`src/rtl/duck_hunt_pkg.sv`:
```
// Shared screen geometry, palette and hunter FSM encoding for the duck-hunt game.
// Imported by the crosshair engine and its offset table.
package duck_hunt_pkg;

  localparam int SCREEN_W         = 160;
  localparam int SCREEN_H         = 120;
  localparam int CROSSHAIR_PIXELS = 9;

  localparam logic [2:0] BLACK = 3'b000;
  localparam logic [2:0] BLUE  = 3'b001;
  localparam logic [2:0] RED   = 3'b100;

  typedef enum logic [2:0] {
    ST_IDLE,
    ST_ERASE,
    ST_UPDATE,
    ST_DRAW,
    ST_DONE
  } hunter_state_e;

endpackage

```
`src/rtl/crosshair_offset_lut.sv`:
```
// Combinational map from plus-shape pixel index to signed (dx, dy) offset.
// Indices beyond the shape return (0, 0).
module crosshair_offset_lut (
  input  logic        [3:0] idx,
  output logic signed [2:0] dx,
  output logic signed [2:0] dy
);

  always_comb begin
    dx = 3'sd0;
    dy = 3'sd0;
    case (idx)
      4'd1: dx = -3'sd1;
      4'd2: dx = -3'sd2;
      4'd3: dx =  3'sd1;
      4'd4: dx =  3'sd2;
      4'd5: dy = -3'sd1;
      4'd6: dy = -3'sd2;
      4'd7: dy =  3'sd1;
      4'd8: dy =  3'sd2;
      default: ;
    endcase
  end

endmodule

```
`src/rtl/hunter_crosshair.sv`:
```
// Crosshair sprite engine: per start pulse erases, moves and redraws a 9-pixel plus, one pixel per clock.
// Optional HUNTER_FIRE_FLASH_EN adds a fire input that flashes the redraw red and pulses shot with done.
module hunter_crosshair
  import duck_hunt_pkg::*;
#(
  parameter int         X_MAX       = SCREEN_W - 1,
  parameter int         Y_MAX       = SCREEN_H - 1,
  parameter int         X_INIT      = 80,
  parameter int         Y_INIT      = 60,
  parameter int         STEP        = 1,
  parameter logic [2:0] DRAW_COLOUR = BLUE
) (
  input  logic       CLOCK_50,
  input  logic       reset,
  input  logic       start,
  input  logic       mv_left,
  input  logic       mv_right,
  input  logic       mv_up,
  input  logic       mv_down,
`ifdef HUNTER_FIRE_FLASH_EN
  input  logic       fire,
  output logic       shot,
`endif
  output logic [7:0] x_out,
  output logic [6:0] y_out,
  output logic [2:0] colour,
  output logic       plot,
  output logic       busy,
  output logic       done,
  output logic [7:0] cur_x,
  output logic [6:0] cur_y
);

  localparam logic [3:0] LAST_IDX = 4'(CROSSHAIR_PIXELS - 1);

  hunter_state_e state_q, state_d;
  logic [3:0]    idx_q, idx_d;
  logic [7:0]    x_q, x_d;
  logic [6:0]    y_q, y_d;

  logic signed [2:0] dx, dy;
  logic signed [8:0] px, py;
  logic              in_range;
  logic [2:0]        draw_col;

`ifdef HUNTER_FIRE_FLASH_EN
  logic fire_q, fire_d;
`endif

  crosshair_offset_lut u_lut (
    .idx (idx_q),
    .dx  (dx),
    .dy  (dy)
  );

  always_ff @(posedge CLOCK_50 or negedge reset) begin
    if (!reset) begin
      state_q <= ST_IDLE;
      idx_q   <= 4'd0;
      x_q     <= 8'(X_INIT);
      y_q     <= 7'(Y_INIT);
`ifdef HUNTER_FIRE_FLASH_EN
      fire_q  <= 1'b0;
`endif
    end else begin
      state_q <= state_d;
      idx_q   <= idx_d;
      x_q     <= x_d;
      y_q     <= y_d;
`ifdef HUNTER_FIRE_FLASH_EN
      fire_q  <= fire_d;
`endif
    end
  end

  always_comb begin
    state_d = state_q;
    idx_d   = idx_q;
    x_d     = x_q;
    y_d     = y_q;
`ifdef HUNTER_FIRE_FLASH_EN
    fire_d  = fire_q;
`endif
    case (state_q)
      ST_IDLE: begin
        if (start) begin
          state_d = ST_ERASE;
          idx_d   = 4'd0;
`ifdef HUNTER_FIRE_FLASH_EN
          fire_d  = fire;
`endif
        end
      end
      ST_ERASE: begin
        if (idx_q == LAST_IDX) begin
          state_d = ST_UPDATE;
          idx_d   = 4'd0;
        end else begin
          idx_d = idx_q + 4'd1;
        end
      end
      ST_UPDATE: begin
        // Opposing requests on one axis cancel; each axis saturates at the screen edge.
        if (mv_left && !mv_right)
          x_d = (int'(x_q) < STEP) ? 8'd0 : 8'(int'(x_q) - STEP);
        else if (mv_right && !mv_left)
          x_d = (int'(x_q) + STEP > X_MAX) ? 8'(X_MAX) : 8'(int'(x_q) + STEP);
        if (mv_up && !mv_down)
          y_d = (int'(y_q) < STEP) ? 7'd0 : 7'(int'(y_q) - STEP);
        else if (mv_down && !mv_up)
          y_d = (int'(y_q) + STEP > Y_MAX) ? 7'(Y_MAX) : 7'(int'(y_q) + STEP);
        state_d = ST_DRAW;
        idx_d   = 4'd0;
      end
      ST_DRAW: begin
        if (idx_q == LAST_IDX) begin
          state_d = ST_DONE;
          idx_d   = 4'd0;
        end else begin
          idx_d = idx_q + 4'd1;
        end
      end
      ST_DONE: begin
        state_d = ST_IDLE;
`ifdef HUNTER_FIRE_FLASH_EN
        fire_d  = 1'b0;
`endif
      end
      default: state_d = ST_IDLE;
    endcase
  end

  // Signed centre+offset; anything off-screen is suppressed rather than wrapped.
  always_comb begin
    px       = $signed({1'b0, x_q}) + $signed({{6{dx[2]}}, dx});
    py       = $signed({2'b00, y_q}) + $signed({{6{dy[2]}}, dy});
    in_range = !px[8] && (px[7:0] <= 8'(X_MAX)) && !py[8] && (py[7:0] <= 8'(Y_MAX));
`ifdef HUNTER_FIRE_FLASH_EN
    draw_col = fire_q ? RED : DRAW_COLOUR;
`else
    draw_col = DRAW_COLOUR;
`endif
  end

  always_comb begin
    plot   = 1'b0;
    x_out  = 8'd0;
    y_out  = 7'd0;
    colour = BLACK;
    if ((state_q == ST_ERASE || state_q == ST_DRAW) && in_range) begin
      plot   = 1'b1;
      x_out  = px[7:0];
      y_out  = py[6:0];
      colour = (state_q == ST_DRAW) ? draw_col : BLACK;
    end
  end

  assign busy  = (state_q != ST_IDLE);
  assign done  = (state_q == ST_DONE);
  assign cur_x = x_q;
  assign cur_y = y_q;
`ifdef HUNTER_FIRE_FLASH_EN
  assign shot  = (state_q == ST_DONE) && fire_q;
`endif

endmodule

```
`config.mk`:
```
export PLATFORM = sky130hd
export DESIGN_NAME = hunter_crosshair
export DESIGN_NICKNAME = d
export VERILOG_FILES = /design/src/rtl/duck_hunt_pkg.sv /design/src/rtl/crosshair_offset_lut.sv /design/src/rtl/hunter_crosshair.sv
export SDC_FILE = /design/constraint.sdc
export NUM_CORES = 1
export LEC_CHECK = 0
export ABC_CLOCK_PERIOD_IN_PS = 8200
export CORE_ASPECT_RATIO = 0.9
export CORE_MARGIN = 8
export CORE_UTILIZATION = 44
export DETAILED_ROUTE_END_ITERATION = 7
export DONT_BUFFER_PORTS = 1
export PLACE_DENSITY_LB_ADDON = 0.2
export SLEW_MARGIN = 20
export SYNTH_ARGS = -nofsm -noshare
export SYNTH_HDL_FRONTEND = slang
export SYNTH_SLANG_ARGS = --single-unit
```
`constraint.sdc`:
```
create_clock -name CLOCK_50 -period 8.2 [get_ports CLOCK_50]
set_input_delay 0.41 -clock CLOCK_50 [delete_from_list [all_inputs] [get_ports CLOCK_50]]
set_output_delay 0.41 -clock CLOCK_50 [all_outputs]
set_load 0.02 [all_outputs]
```
==> flow_summary.json, run 1 <==
{
  "run_status": "finished, final reports clean",
  "drive_above_1_share_pct": 10.2,
  "start_util_pct": 45.8,
  "boundaryPins": 43,
  "async_flop_share_pct": 100,
  "grt_first_pass_wirelength_um": 11900,
  "slew_headroom_pct": 24.5,
  "regToRegSetupSlack_ns": 5.53,
  "fin_cells": 431,
  "wl_per_cell_um": 16.6,
  "critPathCaptureType": "primary output",
  "ys_types": 71,
  "r2r-start": "cur_x[1]",
  "cts_buffers": 3,
  "finalNetCount": 380,
  "drv_slew": 0,
  "die_y_um": 91.9,
  "antenna_found_initial": 0,
  "synth-edff-count": 0,
  "diodes": 0,
  "clk_pin_slew_worst_paths_ns": 0.08,
  "crit_path_start_kind": "flip-flop",
  "grt.total_usage_pct": 15.4,
  "grt_pass1_vias": 2423,
  "critPathArrivalTime_ns": 4.40,
  "rsz0062_at_grt": "false",
  "synth_ff_type": "dfrtp_1",
  "path_max_fanout": 15,
  "timing.critical_path.mode_cell": "ha_1",
  "max-cap-violations": 0,
  "timing.hold.ws_ns": 0.115,
  "worstSkewPairLatency_ns": 0.26,
  "synthToLayoutAreaGrowth_pct": 2.36,
  "syn_avg_cell_area_um2": 7.84,
  "drcViolationCount": 0,
  "cpLargestDelayFamily": "simple AND/OR/NAND/NOR gates",
  "clock_path_buffers": 2,
  "rows": 27,
  "period_needed_ns": 4.81,
  "port_buffers": 0,
  "worstMarginPinSlew_ns": 1.12,
  "finalHoldViolCount": 0,
  "synth_cells": 359,
  "cts_sinks": 22,
  "grt-ovfl-total": 0,
  "hold_class": "in2async",
  "die-area_um2": 9210,
  "postCtsSetupRepairBufs": 0,
  "cts_resized": 0,
  "path_buf_inv": 2,
  "required_ns": 7.79,
  "crit_chain": "inv_1, ha_1, nor2_1, nor3_2, o21bai_1, ha_1, a211oi_1, or4b_1, nand4_1, o21ai_1, inv_2, nor4b_1",
  "drt_iter0_drc": 252,
  "placed_cells": 426,
  "fin_setup_tns_ns": 0,
  "crit_slowest_cell": "nor4b_1",
  "hpwl_um": 5470,
  "coreArea_um2": 6150,
  "finalClockSkew_ns": 0.00228,
  "setup_viol": 0,
  "fmax_ghz": 0.208,
  "post-route-period-util_pct": 58.6,
  "slowest_delay_ns": 1.00,
  "die_x_um": 100,
  "synth_warnings": 0,
  "place_congestion": 0.845,
  "synth_seq_cells": 22,
  "grt_max_degree": 23,
  "layout_common_cells": "nor2_1 (35), o21ai_0 (35), nand2_1 (28)",
  "ant_nets": 0,
  "htreeDepth": 1,
  "vias": 2650,
  "r2r_cells": 6,
  "clockRootBuffer": "clkbuf_8",
  "yosysSeqAreaShare_pct": 19.8,
  "firstDrtPassIters": 4,
  "synth_area_um2": 2810,
  "critPathKind": "reg2out",
  "worst_r2r_endpoint": "cur_x[1]",
  "nFillCells": 640,
  "via_per_inst": 6.15,
  "drt-total-wl_um": 7170,
  "cts_tree": "yes"
}
## layout make-up
cell class                      count  area, um^2  area share (%)
Clock buffer                        4        55.1            1.91
Inverter                           21        78.8            2.74
Multi-Input combinational cell    296        2070            72.0
Tap cell                           87         109            3.78
Timing Repair Buffer                1        5.00           0.174
Sequential cell                    22         558            19.4
## through the flow
stage               util [%]  instance area, um^2  worst slack [ns]
finish                  46.8                 2880              3.39
global route            46.8                 2880              3.05
CTS                     46.9                 2890              3.35
detailed placement      45.9                 2820              3.66
global placement        45.9                 2820              3.80
floorplan                  -                 2820              4.33
## how the worst max path moves through the flow
stage	endpoint	slack, ns	cells past startpoint	startpoint
after global routing	y_out[1]	3.05	12	idx_q[1]
final	y_out[1]	3.39	12	idx_q[1]
after floorplan	y_out[0]	4.33	12	idx_q[1]
after CTS	y_out[0]	3.35	12	idx_q[1]
after global placement	y_out[0]	3.80	12	idx_q[0]
after detailed placement	y_out[0]	3.66	12	idx_q[1]
## state kept, by name, summed over array words and instances, names as in the netlist
register  count
state_q       3
cur_x         8
cur_y         7
idx_q         4
## routing by layer
layer,vias to the layer above,part of all wire [%],track usage (%),wire [um]
met3,2,5.1,2.57,365
li1,1311,-,-,-
met1,1287,50,22.9,3600
met5,-,0,0,0
met2,50,44,22.5,3160
met4,0,0.46,2.77,33
## cell usage after synthesis (5+ instances only)
master	count	area, um^2
nor2_1	35	131
o21ai_0	35	175
nand2_1	28	105
ha_1	26	325
a21oi_1	22	110
inv_1	20	75.1
dfrtp_1	16	400
nor3_1	16	80.1
clkbuf_1	15	56.3
nand4_1	10	62.6
nand3_1	8	40.0
nor4_2	7	87.6
dfstp_2	6	158
xor2_1	6	52.6
and3_1	5	31.3
o31ai_1	5	37.5
## what timing repair did
action / CTS / global route
hold buffers: 1 / 0
endpoints found under the setup margin: 0 / 0
hold endpoints to repair: 22 / 0
## logic make-up (layout without fill, tap and decap cells)
family / Yosys count / after routing / synth area share, %
AND/OR/NAND/NOR: 143 / 143 / 29.1
other: 1 / 2 / 0.133
buffers and inverters: 42 / 26 / 6.58
multiplexers: 3 / 3 / 1.16
XOR/XNOR: 10 / 10 / 3.78
AO/OA/AOI/OAI: 110 / 110 / 26.4
flip-flops: 22 / 22 / 19.8
adder cells (fa/ha/maj): 28 / 28 / 13.0
Power of run 1 is not shown: default switching activity piles up to over one toggle a cycle in this logic, so the estimate is an artifact.
==> run 2: changes to the inputs <==
--- a/config.mk
+++ b/config.mk
@@ -5,7 +5,8 @@
 export SDC_FILE = /design/constraint.sdc
 export NUM_CORES = 1
 export LEC_CHECK = 0
-export ABC_CLOCK_PERIOD_IN_PS = 8200
+export ABC_AREA = 1
+export ABC_CLOCK_PERIOD_IN_PS = 4500
 export CORE_ASPECT_RATIO = 0.9
 export CORE_MARGIN = 8
 export CORE_UTILIZATION = 44
==> constraint.sdc (replaced) <==
create_clock -name CLOCK_50 -period 4.5 [get_ports CLOCK_50]
set_input_delay 0.225 -clock CLOCK_50 [delete_from_list [all_inputs] [get_ports CLOCK_50]]
set_output_delay 0.225 -clock CLOCK_50 [all_outputs]
set_load 0.02 [all_outputs]
==> flow_summary.json, run 2 <==
{
  "period_needed_ns": 3.59,
  "r2r-start": "cur_x[1]",
  "clockRootBuffer": "clkbuf_8",
  "final_common_cell": "nand2_1",
  "synthXorXnorAreaFrac_pct": 5.42,
  "rsz0062_at_grt": "false",
  "synth.most_common_cell": "nand2_1",
  "grt_max_degree": 23,
  "r2r_cells": 11,
  "fin_setup_tns_ns": 0,
  "holdCritStartpoint": "start",
  "htreeDepth": 1,
  "cts_sinks": 22,
  "vias": 2658,
  "fmax_ghz": 0.279,
  "path_max_fanout": 17,
  "synthMuxAreaShare_pct": 0,
  "slowest_delay_ns": 0.50,
  "synth_compound_area_share_pct": 8.93,
  "crit_path_start_kind": "flip-flop",
  "boundaryPins": 43,
  "synth_area_um2": 2750,
  "synth_cells": 444,
  "critPathKind": "reg2out",
  "synth_simple_gate_area_share_pct": 39.4,
  "worstSkewPairLatency_ns": 0.26,
  "drt-total-wl_um": 6800,
  "antenna_found_initial": 0,
  "drt_iter0_drc": 162,
  "worstMarginPinSlew_ns": 0.684,
  "ys_types": 33,
  "start_util_pct": 45.2,
  "setup_viol": 0,
  "crit_slowest_cell": "nor2_1",
  "grt_first_pass_wirelength_um": 11900,
  "timing.critical_path.mode_cell": "nand2_1",
  "die_y_um": 91.0,
  "slew_headroom_pct": 54.0,
  "synthToLayoutAreaGrowth_pct": 5.24,
  "critPathCaptureType": "primary output",
  "drcViolationCount": 0,
  "coreArea_um2": 6080,
  "syn_avg_cell_area_um2": 6.19,
  "via_per_inst": 5.13,
  "diodes": 0,
  "placed_cells": 512,
  "max-cap-violations": 0,
  "finalNetCount": 482,
  "synth_top_family_by_area": "simple AND/OR/NAND/NOR gates",
  "fin_cells": 518,
  "seq_area_um2": 558,
  "drv_slew": 0,
  "worst_r2r_endpoint": "cur_x[1]",
  "async_flop_share_pct": 100,
  "yosysTopAreaCell": "nand2_1",
  "cts_buffers": 3,
  "synth_top_area_share_pct": 18.0,
  "grt.total_usage_pct": 15.4,
  "grt-ovfl-total": 0,
  "wl_per_cell_um": 13.1,
  "timing.hold.ws_ns": 0.223,
  "cts_tree": "yes",
  "synthAdderAreaFrac_pct": 13.3,
  "cts_resized": 0,
  "synth_seq_cells": 22,
  "yosysSeqAreaShare_pct": 20.3,
  "synth_common_cells": "nand2_1 (132), inv_1 (78), nor2_1 (39), nand3_1 (36), ha_1 (26)",
  "clk_pin_slew_worst_paths_ns": 0.08,
  "hpwl_um": 5510,
  "nFillCells": 626,
  "synth.area.top_cells": "nand2_1 (18%), dfrtp_1 (15%), ha_1 (12%)",
  "layout_common_cells": "nand2_1 (132), inv_1 (78), nor2_1 (39)",
  "port_buffers": 0,
  "die_x_um": 99.3,
  "holdBufCountCts": 1,
  "hold_end": "state_q[2]",
  "regToRegSetupSlack_ns": 2.41,
  "place_congestion": 0.882,
  "required_ns": 4.28,
  "synth_ff_type": "dfrtp_1",
  "multi_input_area_um2": 1850,
  "run_status": "finished, final reports clean",
  "finalClockSkew_ns": 0.00450,
  "largest_reg_flops": 8,
  "synth_warnings": 0,
  "rows": 27,
  "synth-edff-count": 0,
  "drive_above_1_share_pct": 8.07,
  "grt_pass1_vias": 2521,
  "postCtsSetupRepairBufs": 0,
  "post-route-period-util_pct": 79.8,
  "firstDrtPassIters": 4,
  "clock_path_buffers": 2,
  "hold_depth": 3,
  "die-area_um2": 9030,
  "finalHoldViolCount": 0,
  "ant_nets": 0,
  "critPathArrivalTime_ns": 3.36,
  "crit_chain": "inv_1, ha_1, o21ai_0, inv_1, ha_1, nand2_1, nor2_1, nand2_1, nand3_1, nand2_1, nand2_2, nand2_1, nand2_2, nand4_4, nor2_1",
  "hold_class": "in2reg"
}
[run 2: worst max-delay path by stage]
stage	start	to	slack, ns	cells past startpoint
4_1_cts	idx_q[0]	y_out[2]	0.85	15
3_3_place_gp	idx_q[0]	y_out[2]	1.28	15
5_1_grt	idx_q[0]	y_out[2]	0.50	15
3_5_place_dp	idx_q[0]	y_out[2]	1.16	15
2_1_floorplan	idx_q[0]	x_out[0]	1.79	13
6_report	idx_q[0]	y_out[2]	0.91	15
[run 2: per-layer routing]
layer | global-route usage [%] | wire, um
met2 | 23.8 | 2980
met5 | 0 | 0
met3 | 2.52 | 392
met1 | 21.8 | 3400
met4 | 3.15 | 23
[run 2: worst max-delay path: cells and delay by family (launching register included)]
family                     cells  cell delay [ns]
AOI/OAI and AO/OA              1             0.27
adders and majority gates      2             0.61
and+or+nand+nor               10             1.47
buffers and inverters          2             0.30
DFF                            1             0.44
[run 2: per-stage QoR]
step	instance area, um^2	utilization, %	setup slack, ns
after floorplan	2750	-	1.79
after global placement	2810	46.1	1.28
after detailed placement	2810	46.1	1.16
after CTS	2890	47.5	0.847
after global routing	2890	47.6	0.499
final	2890	47.6	0.910
[run 2: logic make-up (layout without fill, tap and decap cells)]
kind of cell               count (synthesis)  count (layout)
xor gates and xnor gates                  17              17
and+or+nand+nor                          245             245
other                                      1               2
DFF                                       22              22
buffers and inverters                     87              88
AOI/OAI and AO/OA                         44              44
adders and majority gates                 28              28
[run 2: cell type report]
| cell class | count | area share, % |
|---|---|---|
| Multi-Input combinational cell | 336 | 64.0 |
| Sequential cell | 22 | 19.3 |
| Inverter | 82 | 10.6 |
| Tap cell | 72 | 3.12 |
| Clock buffer | 3 | 1.43 |
| Clock inverter | 1 | 1.04 |
| Timing Repair Buffer | 2 | 0.519 |
Power of run 2 is left out for the same reason.
==> run 3: changes to the inputs <==
--- a/config.mk
+++ b/config.mk
@@ -6,7 +6,7 @@
 export NUM_CORES = 1
 export LEC_CHECK = 0
 export ABC_AREA = 1
-export ABC_CLOCK_PERIOD_IN_PS = 4500
+export ABC_CLOCK_PERIOD_IN_PS = 2900
 export CORE_ASPECT_RATIO = 0.9
 export CORE_MARGIN = 8
 export CORE_UTILIZATION = 44
==> constraint.sdc (replaced) <==
create_clock -name CLOCK_50 -period 2.9 [get_ports CLOCK_50]
set_input_delay 0.145 -clock CLOCK_50 [delete_from_list [all_inputs] [get_ports CLOCK_50]]
set_output_delay 0.145 -clock CLOCK_50 [all_outputs]
set_load 0.02 [all_outputs]
==> flow_summary.json, run 3 (synthesis results as in run 2) <==
{
  "grt-ovfl-total": 0,
  "critPathCaptureType": "primary output",
  "cts_sinks": 22,
  "layout_common_cells": "nand2_1 (126), inv_1 (73), nor2_1 (34)",
  "via_per_inst": 5.24,
  "worstMarginPinSlew_ns": 0.666,
  "seq_area_um2": 561,
  "crit_slowest_cell": "dfrtp_2",
  "critPathArrivalTime_ns": 2.99,
  "clock_path_buffers": 2,
  "cpLargestDelayFamily": "buffers and inverters",
  "place_congestion": 0.894,
  "port_buffers": 0,
  "drv_slew": 0,
  "violations": "setup timing",
  "path_buf_inv": 8,
  "drt-total-wl_um": 7710,
  "crit_chain": "inv_2, ha_4, o21ai_2, buf_6, clkinvlp_4, buf_12, ha_4, nand2_1, inv_2, nand2_1, nand3_2, nand2_1, nand2_1, nand2_1, nand2_2, nand4_4, buf_6, buf_6, nor2_4, buf_6",
  "worstSkewPairLatency_ns": 0.26,
  "clk_pin_slew_worst_paths_ns": 0.08,
  "slowest_delay_ns": 0.42,
  "hold_class": "in2reg",
  "finalHoldViolCount": 0,
  "cts_buffers": 3,
  "synthToLayoutAreaGrowth_pct": 27.5,
  "rsz0062_at_grt": "true",
  "coreArea_um2": 6080,
  "fin_cells": 558,
  "grt_first_pass_wirelength_um": 12900,
  "ant_nets": 0,
  "stdcell_area_um2": 3500,
  "dpl-instance-area_um2": 2990,
  "drt_iter0_drc": 143,
  "firstDrtPassIters": 4,
  "drive_above_1_share_pct": 22.4,
  "antenna_found_initial": 0,
  "timing.critical_path.mode_cell": "nand2_1",
  "run_status": "finished with violations",
  "placed_cells": 536,
  "vias": 2923,
  "die_y_um": 91.0,
  "fin_util_pct": 57.6,
  "die_x_um": 99.3,
  "path_max_fanout": 4,
  "critPathKind": "reg2out",
  "setup_slack_ns": -0.235,
  "wl_per_cell_um": 13.8,
  "setup_viol": 17,
  "cts_tree": "yes",
  "nFillCells": 601,
  "start_util_pct": 45.2,
  "drcViolationCount": 0,
  "hpwl_um": 5710,
  "finalClockSkew_ns": 0.00262,
  "grt_pass1_vias": 2725,
  "crit_path_start_kind": "flip-flop",
  "max-cap-violations": 0,
  "multi_input_area_um2": 2050,
  "grt.total_usage_pct": 16.8,
  "boundaryPins": 43,
  "slew_headroom_pct": 55.2,
  "largest_reg_flops": 8,
  "finalNetCount": 522,
  "post-route-period-util_pct": 108,
  "grt_max_degree": 23,
  "period_needed_ns": 3.13,
  "fmax_ghz": 0.319,
  "required_ns": 2.76,
  "htreeDepth": 1,
  "clockRootBuffer": "clkbuf_8",
  "die-area_um2": 9030,
  "diodes": 0,
  "rows": 27,
  "final_common_cell": "nand2_1"
}
-- run 3: cell types whose count changed in the layout (fill, tap and decap cells not counted), moves of 5 or more --
cell     delta
inv_1       -5
nor2_4     +10
nand2_1     -6
ha_1        -9
buf_6      +16
buf_4      +19
nor2_1      -5
nor2_2      -5
ha_4        +7
nand2_2     +5
-- run 3: metal layers --
metal / wire length, um / vias to the layer above / global-route usage [%]
met5: 0 / - / 0
met2: 3710 / 88 / 27.2
met3: 405 / 7 / 2.21
met1: 3530 / 1350 / 23.0
met4: 63 / 0 / 4.03
li1: - / 1478 / -
-- run 3: final timing paths --
kind                            start          to  slack (ns)  cells past startpoint
min                             start  state_q[2]        0.15                      3
max                          idx_q[0]   colour[0]       -0.23                     20
max in group asynchronous       reset    idx_q[1]        2.14                      2
min reg2reg                state_q[0]  state_q[0]        0.53                      1
min in group asynchronous       reset    cur_x[3]        0.38                      2
max reg2reg                  cur_x[1]    cur_x[0]        0.79                     11
-- run 3: worst register-to-register path: cells and delay by family, from the launching register on --
family | cells | cell delay [ns]
adders and majority gates | 1 | 0.28
buffers and inverters | 1 | 0.07
DFF | 1 | 0.66
and+or+nand+nor | 9 | 1.04
-- run 3: layout make-up --
cell class / count / area share (%)
Multi-Input combinational cell: 336 / 58.6
Sequential cell: 22 / 16.0
Timing Repair Buffer: 42 / 12.6
Inverter: 82 / 9.00
Tap cell: 72 / 2.57
Clock buffer: 4 / 1.29
-- run 3: through the flow --
| stage | worst slack, ns | TNS [ns] | hold WS (ns) |
|---|---|---|---|
| finish | -0.235 | -3.39 | 0.146 |
| global route | -0.415 | -6.31 | 0.156 |
| CTS | -0.149 | -2.15 | 0.145 |
| detailed placement | -0.0493 | -0.0531 | -0.150 |
| global placement | 0.0196 | 0 | -0.150 |
| floorplan | 0.271 | 0 | -0.151 |
-- run 3: what timing repair did --
item,in CTS,in global routing
pin swaps,10,11
buffers inserted,11,4
setup endpoints to repair,17,17
resized for setup,40,27
gates cloned,1,0
endpoints found under the hold margin,22,16
hold buffers,1,1
Power of run 3 is left out for the same reason.
